===== src/rtl/psd_pkg.sv =====
// Shared definitions for the psd divider / multiplier pair.
// Operand width, multiplier state type and iteration counter width live here.
package psd_pkg;

    localparam int PSD_WIDTH = 32;
    localparam int PSD_CNT_W = $clog2(PSD_WIDTH + 1);

    typedef enum logic [1:0] {
        IDLE = 2'd0,
        RUN  = 2'd1,
        DONE = 2'd2
    } psd_mul_state_t;

endpackage


===== src/rtl/psdmultiply.sv =====
// Sequential shift-add multiply-accumulate: product = multiplicand * multiplier + addend.
// One iteration per clock over WIDTH cycles, with a start/busy/done handshake.
module psdmultiply
    import psd_pkg::*;
#(
    parameter int WIDTH = PSD_WIDTH
) (
    input  logic                 clock,
    input  logic                 reset,
    input  logic                 start,
    input  logic [WIDTH-1:0]     multiplicand,
    input  logic [WIDTH-1:0]     multiplier,
    input  logic [WIDTH-1:0]     addend,
    output logic [2*WIDTH-1:0]   product,
    output logic                 busy,
    output logic                 done,
    output psd_mul_state_t       state
);

    // Handshake: start is sampled only in IDLE; busy is high for the WIDTH
    // RUN cycles; done pulses for one cycle once product holds the new result.

    localparam int CW = $clog2(WIDTH + 1);

    psd_mul_state_t          state_q, state_d;
    logic [WIDTH-1:0]        ra_q, ra_d;
    logic [2*WIDTH:0]        acc_q, acc_d;
    logic [CW-1:0]           cnt_q, cnt_d;
    logic [2*WIDTH-1:0]      product_q, product_d;

    logic [WIDTH:0]          high_sum;
    logic [2*WIDTH:0]        acc_shift;

    always_comb begin
        state_d   = state_q;
        ra_d      = ra_q;
        acc_d     = acc_q;
        cnt_d     = cnt_q;
        product_d = product_q;

        // The addend preloaded in the high half drifts down into the low
        // WIDTH bits over the iterations, which is what makes +C come out exact.
        if (acc_q[0]) begin
            high_sum = {1'b0, acc_q[2*WIDTH-1:WIDTH]} + {1'b0, ra_q};
        end else begin
            high_sum = acc_q[2*WIDTH:WIDTH];
        end
        acc_shift = {1'b0, high_sum, acc_q[WIDTH-1:1]};

        case (state_q)
            IDLE: begin
                if (start) begin
                    ra_d    = multiplicand;
                    acc_d   = {1'b0, addend, multiplier};
                    cnt_d   = '0;
                    state_d = RUN;
                end
            end
            RUN: begin
                acc_d = acc_shift;
                cnt_d = cnt_q + CW'(1);
                if (cnt_q == CW'(WIDTH - 1)) begin
                    product_d = acc_shift[2*WIDTH-1:0];
                    state_d   = DONE;
                end
            end
            DONE: begin
                state_d = IDLE;
            end
            default: begin
                state_d = IDLE;
            end
        endcase
    end

    always_ff @(posedge clock) begin
        if (reset) begin
            state_q   <= IDLE;
            ra_q      <= '0;
            acc_q     <= '0;
            cnt_q     <= '0;
            product_q <= '0;
        end else begin
            state_q   <= state_d;
            ra_q      <= ra_d;
            acc_q     <= acc_d;
            cnt_q     <= cnt_d;
            product_q <= product_d;
        end
    end

    assign product = product_q;
    assign busy    = (state_q == RUN);
    assign done    = (state_q == DONE);
    assign state   = state_q;

endmodule

===== config.mk =====
export PLATFORM = sky130hd
export DESIGN_NAME = psdmultiply
export DESIGN_NICKNAME = d
export VERILOG_FILES = /design/src/rtl/psd_pkg.sv /design/src/rtl/psdmultiply.sv
export SDC_FILE = /design/constraint.sdc
export NUM_CORES = 1
export LEC_CHECK = 0
export ABC_AREA = 0
export CAP_MARGIN = 20
export CORE_MARGIN = 1
export CORE_UTILIZATION = 45
export CTS_BUF_LIST = sky130_fd_sc_hd__clkbuf_16
export CTS_CLUSTER_DIAMETER = 100
export CTS_CLUSTER_SIZE = 40
export DETAILED_ROUTE_END_ITERATION = 16
export MAX_ROUTING_LAYER = met4
export PLACE_DENSITY = 0.73
export SYNTH_ARGS = -nofsm -noshare
export SYNTH_HDL_FRONTEND = slang
export SYNTH_SLANG_ARGS = --single-unit
export TNS_END_PERCENT = 5

===== constraint.sdc =====
create_clock -name clock -period 2.6 [get_ports clock]
set_clock_uncertainty 0.15 [all_clocks]
set_input_delay 0.26 -clock clock [delete_from_list [all_inputs] [get_ports clock]]
set_output_delay 0.26 -clock clock [all_outputs]
set_load 0.01 [all_outputs]

; Yosys cells after proc, flatten, opt, wreduce, memory -nomap -nowiden
; Cells that the tools add are included.
[classes]
add_sub_neg = 2
n_mul = 0
div = 0
n_lt_le_gt_ge = 0
eq_ne = 5
shifts = 0
n_mux = 8
n_bitwise = 0
reduce_logical = 6
[ops]
columns = op, n
row1 = 65-bit one-hot mux with 2 select lines, 1
row2 = 65-bit two-way mux, 1
row3 = 32-bit by 32-bit adder with 33-bit output, 1
row4 = 33-bit two-way mux, 1
row5 = 6-bit one-hot mux with 2 select lines, 1
row6 = 2-bit AND reduction, 4
row7 = 6-bit by 1-bit adder with 6-bit output (second input constant), 1
row8 = 6-bit by 5-bit == test with 1-bit output (second input constant), 1
row9 = 6-bit two-way mux, 1
row10 = 2-bit two-way mux, 2
row11 = 2-bit one-hot mux with 2 select lines, 1
row12 = 2-bit by 1-bit == test with 1-bit output (second input constant), 1
row13 = 2-bit == test (second input constant), 1
row14 = 2-bit logical NOT, 1
row15 = 2-bit by 1-bit inequality test with 1-bit output (second input constant), 1
row16 = 2-bit inequality test (second input constant), 1
row17 = 2-bit nonzero test, 1
[word_totals]
regBits = 169
latchBits = 0
ramBits = 0
rom_bits = 0
input_bits = 99
out_inout_bits = 68
word_cells = 26
n_memories = 0

; Longest topological paths before layout
[logic_depth]
ltp_word = 3
ltp_mapped = 10
mapped_depth_nobuf = 10

; Worst setup path before layout
; OpenSTA, ideal clock, no wires.
[synth_path]
kind = register -> register
startpoint = register ra_q[0]
endpoint = register product_q[59] (netlist: product[59])
arrival_ns = 2.483
setup_slack_ns = -0.137
stages_incl_launch_ff = 11
n_path_buf = 0
period_less_slack_ns = 2.737
path_cell_list = dfxtp_1 > ha_1 > fa_1 > a21o_1 > a221oi_2 > or3_4 > a2111oi_4 > o31ai_2 > a21boi_1 > nand2b_1 > a2111oi_2
[synth_via]
elab_chain_cells = 2
[synth_rtl]
columns = item, line_no
row1 = start: declaration, psdmultiply.sv:26  ; logic [WIDTH-1:0] ra_q, ra_d;
row2 = start signal: assignment, psdmultiply.sv:85  ; ra_q <= ra_d;
row3 = 32-bit by 32-bit adder with 33-bit output, psdmultiply.sv:44  ; high_sum = {1'b0, acc_q[2*WIDTH-1:WIDTH]} + {1'b0, ra_q};
row4 = 33-bit two-way mux, psdmultiply.sv:43  ; if (acc_q[0]) begin
row5 = end signal: assignment, psdmultiply.sv:88  ; product_q <= product_d;
row6 = end: declaration, psdmultiply.sv:29  ; logic [2*WIDTH-1:0] product_q, product_d;
; Every way passes these cells.
; A chain may end at the register's enable or synchronous reset.

; Final worst setup path
[layout_path]
startpoint = register acc_q[34]
endpoint = register product_q[58] (netlist: product[58])
[layout_via]
elab_chain_cells = 2
[layout_rtl]
columns = item, line_no
row1 = start: declaration, psdmultiply.sv:27  ; logic [2*WIDTH:0] acc_q, acc_d;
row2 = start signal: assignment, psdmultiply.sv:80  ; acc_q <= '0;
row3 = start signal: assignment, psdmultiply.sv:86  ; acc_q <= acc_d;
row4 = 32-bit by 32-bit adder with 33-bit output, psdmultiply.sv:44
row5 = 33-bit two-way mux, psdmultiply.sv:43
; Every way passes these cells.

==> reports/results.ini <==
[setup_path]
worst_r2r_path_depth=10
cp_max_fo=3
path_buf_inv=1
arrival_ns=2.93
critical_path.max_stage_delay_ns=0.35
worst-path-stages=10
cp_common_cell=o211ai_1
cp_data_required_time_ns=2.76
cp_top_family=compound AO/OA/AOI/OAI gates
regToRegEndpoint=product[58]
cp_cell_sequence=ha_4 > o211ai_1 > o211ai_1 > a31oi_2 > o211ai_1 > buf_4 > nand4_1 > a31o_2 > a311oi_1 > nor3_1
crit_path_start=acc_q[34]
endpoint=product[58]
critPathKind=flip-flop to flip-flop
worst_path_max_delay_cell=dfxtp_2
end_kind=flip-flop
r2r_slack_ns=-0.17
cp-start-kind=flip-flop
rr_startpoint=acc_q[34]

[cells_and_area]
antenna_cells=0
final_cells=1478
final_util=0.629
nNetsFinal=1369
drive_above_1_share=0.131
areaGrowthSynthToFinish_pct=36.6
mostFrequentLayoutCells=nand2_1, clkdlybuf4s50_1, dfxtp_1, a21oi_1, nor2_1
final_common_cell=nand2_1
n_fill_cell=1514

[clocking]
cts-buffers-inserted=17
cts_root_buf=clkbuf_16
cts-htree-levels=4
cts_hold_buf=0
cts_tree=done
clock_sinks=168
clk_pin_slew_ns=0.07
clockBufferDepth=2
insertion_delay_ns=0.45

[die]
chipHeight_um=138
ios=167
fp.dieW_um=138
core-area_mm2=0.0180
die-area_mm2=0.0189
rows=49
start_util=0.461

[sta]
grt_setup_unrepaired=yes
period_share=1.06
finalSetupViolCount=17
worstMarginPinSlew_ns=0.650
slew_violations=0
timing.hold.ws_ns=0.0987
relSlewSlack=0.567
setup_tns_ns=-1.08
fin_ws_ns=-0.166
finalHoldViolCount=0
min_period_ns=2.77
clock.fmax_mhz=362

[status]
violations=negative setup slack
status=finished, violations left

[routing]
wl_um=25700
dr_wl_met3_um=1870
dr.max_layer_used=met4
ant_nets=0
vias=8503
via_per_inst=5.75
route.met2.wl_um=11600
m1WireLength_um=11500
drt-wirelength-per-cell_um=17.4
drt_iter0_markers=782
drc=0
dr.pass1.iters=6

[placed_design]
io_buffers=166
hpwlAfterDp_um=17200
place_congestion=0.946
dpl.cell_count=1439

[logic_synthesis]
syn_area_per_cell_um2=7.85
synth_top_area_cell=dfxtp_1
synth_edf_count=0
synth_seq_area_share=0.406
ys_types=61
syn_inst=1054
synth_ff_type=dfxtp_1
synth_area_mm2=0.00828
synth_top_area_frac=0.406
synth-async-reset-ratio=0
ys_seq_elements=168
synth.net_count=1187
synth_warnings=0
synth.area.top_cells=dfxtp_1, nand2_1, a21oi_1

[power_and_ir_drop]
ir_drop_uv=505
p_total_mw=6.40
leakage_nw=4.29
p_per_area_mw_per_mm2=566

[job]
max-cap-violations=0

[global_routing]
antenna_found_initial=0
grt_pass1_vias=8053
grt-ovfl-total=0
grt_pass1_wl_um=40000
grt_start_max_net_pins=60
grt_util_all_layers=0.280

[hold_path]
min_path_type=input pin to flip-flop

final cells by class:
type | instances | area (um2) | share of cell area
well taps | 229 | 287 | 0.0253
inverters | 9 | 33.8 | 0.00299
multi-input cells | 801 | 4810 | 0.426
flip-flops and latches | 168 | 3370 | 0.298
clock buffers | 17 | 425 | 0.0376
repair buffers | 239 | 2220 | 0.196
clock inverters | 15 | 154 | 0.0136
stage by stage:
stage | setup WS [ns] | cell area [um2]
finish | -0.166 | 11300
CTS | -0.0996 | 11200
global route | -0.321 | 11300
floorplan | -0.0550 | 8290
detailed placement | -0.268 | 10500
global placement | -0.182 | 10500
power breakdown:
group	internal [mW]	switching (mW)	total, mW
clock	1.27	1.21	2.48
sequential	2.70	0.104	2.80
combinational	0.508	0.606	1.11
how the worst min path moves through the flow:
stage | from | endpoint | slack [ns] | depth (start not counted)
detailed placement | product[8] | product[8] | 0.30 | 2
global placement | product[13] | product[13] | 0.29 | 2
CTS | reset | ra_q[29] | 0.09 | 2
finish | reset | ra_q[27] | 0.1 | 2
global route | reset | acc_q[56] | 0.11 | 2
floorplan | multiplicand[0] | ra_q[0] | 0.24 | 2
sequential cells by signal, indices dropped and copies added, names as in the netlist:
register / flops
acc_q: 64
product: 64
ra_q: 32
cnt_q: 6
state: 2
Yosys cell counts (all sizes together), types with 6 or more instances:
library cell  instances
and2                  9
a31oi                12
or3                   7
dfxtp               168
a22oi                 6
ha                   33
buf                   6
nor2                123
nand4                 6
clkbuf               70
xor2                  9
xnor2                15
nand2               180
nand3                21
a221oi               11
a211oi               17
a222oi               19
a21o                 21
nor3                 41
o21ai                66
mux2i                13
a21oi               134
inv                   8
repair_timing:
| action | in CTS | in global routing |
|---|---|---|
| pin swaps | 21 | 17 |
| endpoints found under the setup margin | 35 | 42 |
| hold endpoints to repair | 0 | 0 |
| setup buffers | 5 | 3 |
| gates resized for setup | 26 | 17 |
per-layer routing:
| layer | vias up | track usage |
|---|---|---|
| li1 | 4126 | - |
| met1 | 3961 | 0.362 |
| met2 | 359 | 0.429 |
| met3 | 57 | 0.0541 |
| met4 | 0 | 0.108 |
| met5 | - | - |
logic make-up (layout without fill, tap and decap cells):
logic type / after synthesis / count (layout) / synth area share
muxes: 17 / 17 / 0.0212
buffers and inverters: 85 / 280 / 0.0387
AOI/OAI and AO/OA: 318 / 318 / 0.245
xor gates and xnor gates: 24 / 24 / 0.0254
adders and majority gates: 34 / 34 / 0.0523
DFF: 168 / 168 / 0.406
and+or+nand+nor: 408 / 408 / 0.211
No activity file was read; power rests on OpenSTA's default activity.
